### config.mk
export PLATFORM = sky130hd
export DESIGN_NAME = imem_load_ctrl_flat
export DESIGN_NICKNAME = d
export VERILOG_FILES = /design/src/rtl/imem_load_ctrl_if.sv /design/src/rtl/imem_load_ctrl.sv /design/src/flat_wrapper.sv
export SDC_FILE = /design/constraint.sdc
export NUM_CORES = 1
export LEC_CHECK = 0
export BUFFER_PORTS_ARGS = -buffer_cell sky130_fd_sc_hd__buf_4
export CORE_UTILIZATION = 40
export DETAILED_ROUTE_END_ITERATION = 8
export PLACE_DENSITY = 0.88
export SETUP_SLACK_MARGIN = 0.2
export SYNTH_ARGS = -nofsm -noshare
export SYNTH_HDL_FRONTEND = slang
export SYNTH_SLANG_ARGS = --single-unit
export TNS_END_PERCENT = 50
### constraint.sdc
create_clock -name clk -period 4.7 [get_ports clk]
set_clock_uncertainty 0.15 [all_clocks]
set_input_delay 0.235 -clock clk [delete_from_list [all_inputs] [get_ports clk]]
set_output_delay 0.235 -clock clk [all_outputs]
set_load 0.01 [all_outputs]
### src/rtl/imem_load_ctrl_if.sv
`default_nettype none
// ============================================================================
//  Module      : imem_load_ctrl_if
//  Description : Bundle of the load stream, the core fetch path and the
//                single-port instruction-memory bus around imem_load_ctrl.
//                slave  : the controller side.
//                master : the environment side (load source, fetch stage,
//                         memory array).
//  Signals     : load_start/load_len        image load command
//                ld_valid/ld_data/ld_ready  load word stream
//                load_done/core_stall       load status towards the core
//                fetch_req/fetch_addr       fetch request (byte PC)
//                fetch_valid/rdata/err      fetch response, 1 cycle later
//                mem_we/addr/wdata/rdata    memory port, rdata combinational
//  Revision    : 1.0  initial release
// ============================================================================
interface imem_load_ctrl_if #(
   parameter int ADDR_W = 8,
   parameter int DATA_W = 32
);
   logic              load_start;
   logic [ADDR_W:0]   load_len;
   logic              ld_valid;
   logic [DATA_W-1:0] ld_data;
   logic              ld_ready;
   logic              load_done;
   logic              core_stall;
   logic              fetch_req;
   logic [31:0]       fetch_addr;
   logic              fetch_valid;
   logic [DATA_W-1:0] fetch_rdata;
   logic              fetch_err;
   logic              mem_we;
   logic [ADDR_W-1:0] mem_addr;
   logic [DATA_W-1:0] mem_wdata;
   logic [DATA_W-1:0] mem_rdata;

   modport slave (
      input  load_start, load_len, ld_valid, ld_data, fetch_req, fetch_addr, mem_rdata,
      output ld_ready, load_done, core_stall, fetch_valid, fetch_rdata, fetch_err,
             mem_we, mem_addr, mem_wdata
   );

   modport master (
      output load_start, load_len, ld_valid, ld_data, fetch_req, fetch_addr, mem_rdata,
      input  ld_ready, load_done, core_stall, fetch_valid, fetch_rdata, fetch_err,
             mem_we, mem_addr, mem_wdata
   );
endinterface
`default_nettype wire

### src/rtl/imem_load_ctrl.sv
`default_nettype none
// ============================================================================
//  Module      : imem_load_ctrl
//  Description : Owns the single port of the instruction memory and shares it
//                between a boot/reload write stream and the core fetch path.
//                The core is stalled until the whole image is written; fetches
//                are then served with a registered read (1-cycle latency).
//  Ports       : clk    rising-edge clock
//                rst_n  synchronous active-low reset
//                bus    imem_load_ctrl_if.slave (load stream, fetch, memory)
//  Revision    : 1.0  initial release
// ============================================================================
module imem_load_ctrl #(
   parameter int ADDR_W = 8,
   parameter int DATA_W = 32
) (
   input  logic             clk,
   input  logic             rst_n,
   imem_load_ctrl_if.slave  bus
);

   localparam logic [1:0] c_idle = 2'd0;
   localparam logic [1:0] c_load = 2'd1;
   localparam logic [1:0] c_run  = 2'd2;

   localparam logic [ADDR_W:0] c_depth = {1'b1, {ADDR_W{1'b0}}};
   localparam logic [ADDR_W:0] c_one   = {{ADDR_W{1'b0}}, 1'b1};

   logic [1:0]        r_state;
   logic [ADDR_W:0]   r_cnt;
   logic [ADDR_W:0]   r_len;
   logic              r_done;
   logic              r_fvalid;
   logic              r_ferr;
   logic [DATA_W-1:0] r_frdata;

   logic              w_in_idle;
   logic              w_in_load;
   logic              w_in_run;
   logic              w_ld_ready;
   logic              w_wr;
   logic              w_last;
   logic              w_fetch;
   logic              w_misal;
   logic [ADDR_W-1:0] w_fidx;
   logic [ADDR_W:0]   w_len_clamped;
   logic [ADDR_W-1:0] w_mem_addr;
   logic              w_unused;

   assign w_in_idle = (r_state == c_idle);
   assign w_in_load = (r_state == c_load);
   assign w_in_run  = (r_state == c_run);

   // Ready drops for a zero-length image so a word offered during that single
   // LOAD cycle is not consumed without being written.
   assign w_ld_ready = w_in_load && (r_cnt != r_len);
   assign w_wr       = w_ld_ready && bus.ld_valid;
   assign w_last     = w_wr && (r_cnt == (r_len - c_one));

   // A reload request in the same cycle takes priority over a fetch.
   assign w_fetch = w_in_run && bus.fetch_req && !bus.load_start;
   assign w_misal = (bus.fetch_addr[1:0] != 2'b00);
   // Upper PC bits are dropped: the index aliases modulo the memory depth.
   assign w_fidx  = bus.fetch_addr[ADDR_W+1:2];
   assign w_unused = ^{bus.fetch_addr[31:ADDR_W+2]};

   assign w_len_clamped = (bus.load_len > c_depth) ? c_depth : bus.load_len;

   // Memory index is parked at 0 whenever the port is idle or the fetch is
   // misaligned (its read data is never used).
   always_comb begin
      w_mem_addr = '0;
      if (w_wr) begin
         w_mem_addr = r_cnt[ADDR_W-1:0];
      end else if (w_fetch && !w_misal) begin
         w_mem_addr = w_fidx;
      end
   end

   assign bus.mem_addr    = w_mem_addr;
   assign bus.mem_we      = w_wr;
   assign bus.mem_wdata   = w_wr ? bus.ld_data : '0;
   assign bus.ld_ready    = w_ld_ready;
   assign bus.core_stall  = !w_in_run;
   assign bus.load_done   = r_done;
   assign bus.fetch_valid = r_fvalid;
   assign bus.fetch_err   = r_ferr;
   assign bus.fetch_rdata = r_frdata;

   always_ff @(posedge clk) begin
      if (!rst_n) begin
         r_state  <= c_idle;
         r_cnt    <= '0;
         r_len    <= '0;
         r_done   <= 1'b0;
         r_fvalid <= 1'b0;
         r_ferr   <= 1'b0;
         r_frdata <= '0;
      end else begin
         r_done   <= 1'b0;
         r_fvalid <= w_fetch;
         r_ferr   <= w_fetch && w_misal;
         r_frdata <= (w_fetch && !w_misal) ? bus.mem_rdata : '0;

         case (r_state)
            c_idle: begin
               if (bus.load_start) begin
                  r_state <= c_load;
                  r_len   <= w_len_clamped;
                  r_cnt   <= '0;
               end
            end
            c_load: begin
               if (r_len == '0) begin
                  r_state <= c_run;
                  r_done  <= 1'b1;
               end else if (w_wr) begin
                  r_cnt <= r_cnt + c_one;
                  if (w_last) begin
                     r_state <= c_run;
                     r_done  <= 1'b1;
                  end
               end
            end
            c_run: begin
               if (bus.load_start) begin
                  r_state <= c_load;
                  r_len   <= w_len_clamped;
                  r_cnt   <= '0;
               end
            end
            default: begin
               r_state <= c_idle;
            end
         endcase

         if (!(w_in_idle || w_in_load || w_in_run)) begin
            r_cnt <= '0;
         end
      end
   end

endmodule
`default_nettype wire

### src/flat_wrapper.sv
// flat-port wrapper written by rule: the top's interface ports become plain ports
module imem_load_ctrl_flat 
#(
   parameter int ADDR_W = 8,
   parameter int DATA_W = 32
)
  (clk, rst_n, bus_load_start, bus_load_len, bus_ld_valid, bus_ld_data, bus_fetch_req, bus_fetch_addr, bus_mem_rdata, bus_ld_ready, bus_load_done, bus_core_stall, bus_fetch_valid, bus_fetch_rdata, bus_fetch_err, bus_mem_we, bus_mem_addr, bus_mem_wdata);
  imem_load_ctrl_if #(.ADDR_W(ADDR_W), .DATA_W(DATA_W)) bus_i ();
  input  logic clk;
  input  logic rst_n;
  input wire logic [$bits(bus_i.load_start)-1:0] bus_load_start;
  input wire logic [$bits(bus_i.load_len)-1:0] bus_load_len;
  input wire logic [$bits(bus_i.ld_valid)-1:0] bus_ld_valid;
  input wire logic [$bits(bus_i.ld_data)-1:0] bus_ld_data;
  input wire logic [$bits(bus_i.fetch_req)-1:0] bus_fetch_req;
  input wire logic [$bits(bus_i.fetch_addr)-1:0] bus_fetch_addr;
  input wire logic [$bits(bus_i.mem_rdata)-1:0] bus_mem_rdata;
  output wire logic [$bits(bus_i.ld_ready)-1:0] bus_ld_ready;
  output wire logic [$bits(bus_i.load_done)-1:0] bus_load_done;
  output wire logic [$bits(bus_i.core_stall)-1:0] bus_core_stall;
  output wire logic [$bits(bus_i.fetch_valid)-1:0] bus_fetch_valid;
  output wire logic [$bits(bus_i.fetch_rdata)-1:0] bus_fetch_rdata;
  output wire logic [$bits(bus_i.fetch_err)-1:0] bus_fetch_err;
  output wire logic [$bits(bus_i.mem_we)-1:0] bus_mem_we;
  output wire logic [$bits(bus_i.mem_addr)-1:0] bus_mem_addr;
  output wire logic [$bits(bus_i.mem_wdata)-1:0] bus_mem_wdata;
  assign bus_i.load_start = bus_load_start;
  assign bus_i.load_len = bus_load_len;
  assign bus_i.ld_valid = bus_ld_valid;
  assign bus_i.ld_data = bus_ld_data;
  assign bus_i.fetch_req = bus_fetch_req;
  assign bus_i.fetch_addr = bus_fetch_addr;
  assign bus_i.mem_rdata = bus_mem_rdata;
  assign bus_ld_ready = bus_i.ld_ready;
  assign bus_load_done = bus_i.load_done;
  assign bus_core_stall = bus_i.core_stall;
  assign bus_fetch_valid = bus_i.fetch_valid;
  assign bus_fetch_rdata = bus_i.fetch_rdata;
  assign bus_fetch_err = bus_i.fetch_err;
  assign bus_mem_we = bus_i.mem_we;
  assign bus_mem_addr = bus_i.mem_addr;
  assign bus_mem_wdata = bus_i.mem_wdata;
  imem_load_ctrl #(.ADDR_W(ADDR_W), .DATA_W(DATA_W)) u_core (.clk(clk), .rst_n(rst_n), .bus(bus_i));
endmodule
==> out/results.tsv <==
metric	value	unit
max_freq	339	MHz
syn_area	2610	um^2
grt_pass1_vias	2877	
drt_wl_total	8.65	mm
holdPathStages	2	
worst_pin_slew	908	ps
ys_warn_count	0	
min_from	bus_mem_rdata[0]	
finalCoreUtilization	67.9	%
grt_overflow_total	0	
max_slew_margin	39.5	%
status	finished clean	
placed_cells	513	
drcViolationCount	0	
grt_max_degree	45	
pin_count	188	
initialDrtViolationCount	106	
cts_buffer_depth	2	
root_buffer	clkbuf_8	
reg2reg_to	u_core.r_cnt[7]	
cpPeakStageDelay	760	ps
tritoncts	done	
cp_num_buf_inv	0	
cts_resized	0	
final_cell_mix	165 x buf_4, 66 x and2_1, 55 x dfxtp_1	
whs	9.20	ps
r2r_start	u_core.r_state[0]	
yosysUniqueCellTypes	45	
die_h	82.8	um
endpoint_kind	flip-flop	
path_class	flip-flop to flip-flop	
io_buffers	165	
drv_slew	0	
ir_drop	188	uV
drtAntennaViolNets	0	
required	4790	ps
htree_levels	2	
clock_latency	310	ps
start_util	41.4	%
r2r_cells	6	
drive_gt1_share	38.1	%
final_common_cell	buf_4	
syn_avg_cell_area	9.01	um^2
fin_crit_sh	62.8	%
antenna_found_initial	0	
hold-path-endpoint	u_core.bus.fetch_rdata[0]	
cts_buffers	5	
via_count	2814	
diodes	0	
syn_to_final_growth	64.1	%
critPathTopFamily	compound AO/OA/AOI/OAI gates	
synth_top_area_share	42.1	%
path_cells	nor2b_1 > nand2_1 > a31oi_4 > a21oi_2 > or4_1 > a21oi_1	
setup_tns	0	ps
clkTransAtPathRegs	110	ps
arrival	3040	ps
row_count	29	
rrSetupSlack	1750	ps
crit_path_max_fanout	44	
powerDensity	221	nW/um^2
maxCapViolCount	0	
yosysSeqAreaShare	42.1	%
die-area	6860	um^2
rsz0062_at_grt	false	
grt_pass1_wl	13.8	mm
vias_per_cell	5.10	
first_pass_iters	4	
yosysTopAreaCell	dfxtp_1	
core_region_area	6310	um^2
synth_area_leaders	dfxtp_1 42%, and2_1 16%, a21oi_1 3.1%	
track_usage	24.7	%
p_leak	2.03	nW
worst_setup_path_start_kind	flip-flop	
final_area	4290	um^2
period_minus_slack	2950	ps
finalSetupViolCount	0	
fin_cells	552	
hold_viol_final	0	
cpMaxStageDelayCell	a31oi_4	
place_congestion	0.871	
synth_nets	402	
dp_hpwl	5.60	mm
layout.nets	586	
postPlaceCellArea	3880	um^2
hp-class	input pin to flip-flop	
clock_sinks	55	
die_x	82.8	um
wl_per_cell	15.7	um
syn-instance-count	290	
ys_seq_elements	55	
[cell families after synthesis]
family          after synthesis  synth area share, %
compound gates               46                 12.4
xor+xnor                     17                 6.80
fa+ha+maj                     2                0.957
buf+inv                      28                 4.26
flops                        55                 42.1
mux                           1                0.383
simple gates                141                 33.1
[worst max-delay path by stage]
stage                 startpoint           endpoint  slack, ps  cells after the start
6_report       u_core.r_state[0]    u_core.r_cnt[7]       1750                      6
3_3_place_gp   u_core.r_state[0]    u_core.r_cnt[7]       1950                      6
2_1_floorplan    u_core.r_len[0]  u_core.r_state[0]       2610                      9
3_5_place_dp   u_core.r_state[0]    u_core.r_cnt[7]       1810                      6
5_1_grt        u_core.r_state[0]    u_core.r_cnt[7]       1510                      6
4_1_cts        u_core.r_state[0]    u_core.r_cnt[7]       1790                      6
[synth_stat cells, drive strengths merged]
cell type	instances
a211o	2
a211oi	3
a21oi	17
a22o	8
a311oi	1
a31oi	1
a32oi	1
a41o	1
and2	66
and3	5
and4	1
buf	6
clkbuf	13
dfxtp	55
ha	2
inv	9
mux2i	1
nand2	9
nand2b	2
nand3	8
nand3b	1
nand4	2
nor2	12
nor2b	11
nor3	3
nor3b	8
nor4	4
nor4b	2
o21a	1
o21ai	6
o21bai	1
o2bb2ai	1
o31ai	3
or3	5
or4	2
xnor2	7
xnor3	1
xor2	9
[per-stage QoR]
| stage | power, mW | setup WS [ps] |
|---|---|---|
| 2_1_floorplan | 0.568 | 2610 |
| 3_3_place_gp | 0.649 | 1950 |
| 3_5_place_dp | 0.654 | 1810 |
| 4_1_cts | 0.944 | 1790 |
| 5_1_grt | 0.989 | 1510 |
| 6_report | 0.948 | 1750 |
[per-layer routing]
metal / GRT usage, % / vias to the layer above / share of wire (%)
li1: - / 1341 / -
met1: 26.5 / 1301 / 36
met2: 45.7 / 157 / 52
met3: 8.25 / 15 / 11
met4: 7.21 / 0 / 1.9
met5: 0 / - / 0
[timing repair]
item | 4_1_cts | 5_1_grt
buffers inserted | 0 | 0
hold endpoints to repair | 31 | 0
endpoints found under the setup margin | 0 | 0
hold buffers | 31 | 0
[power breakdown]
part,switching (mW),total (mW),internal (mW)
registers,0.00772,0.479,0.472
logic,0.0804,0.189,0.109
clock network,0.170,0.280,0.110
total,0.258,0.948,0.690
[sequential cells by signal (all words and copies together), names as in the netlist]
| name | count |
|---|---|
| u_core.r_state | 2 |
| u_core.bus.fetch_rdata | 32 |
| u_core.bus.fetch_err | 1 |
| u_core.bus.fetch_valid | 1 |
| u_core.r_cnt | 9 |
| u_core.bus.load_done | 1 |
| u_core.r_len | 9 |
[layout make-up]
| class | count | area [um^2] |
|---|---|---|
| fill | 465 | 2020 |
| inverter | 9 | 33.8 |
| clock inverter | 3 | 27.5 |
| timing repair buffer | 196 | 1550 |
| multi-input combinational | 207 | 1410 |
| clock buffer | 5 | 68.8 |
| tap | 77 | 96.3 |
| sequential | 55 | 1100 |
(Power assumes the default switching activity.)
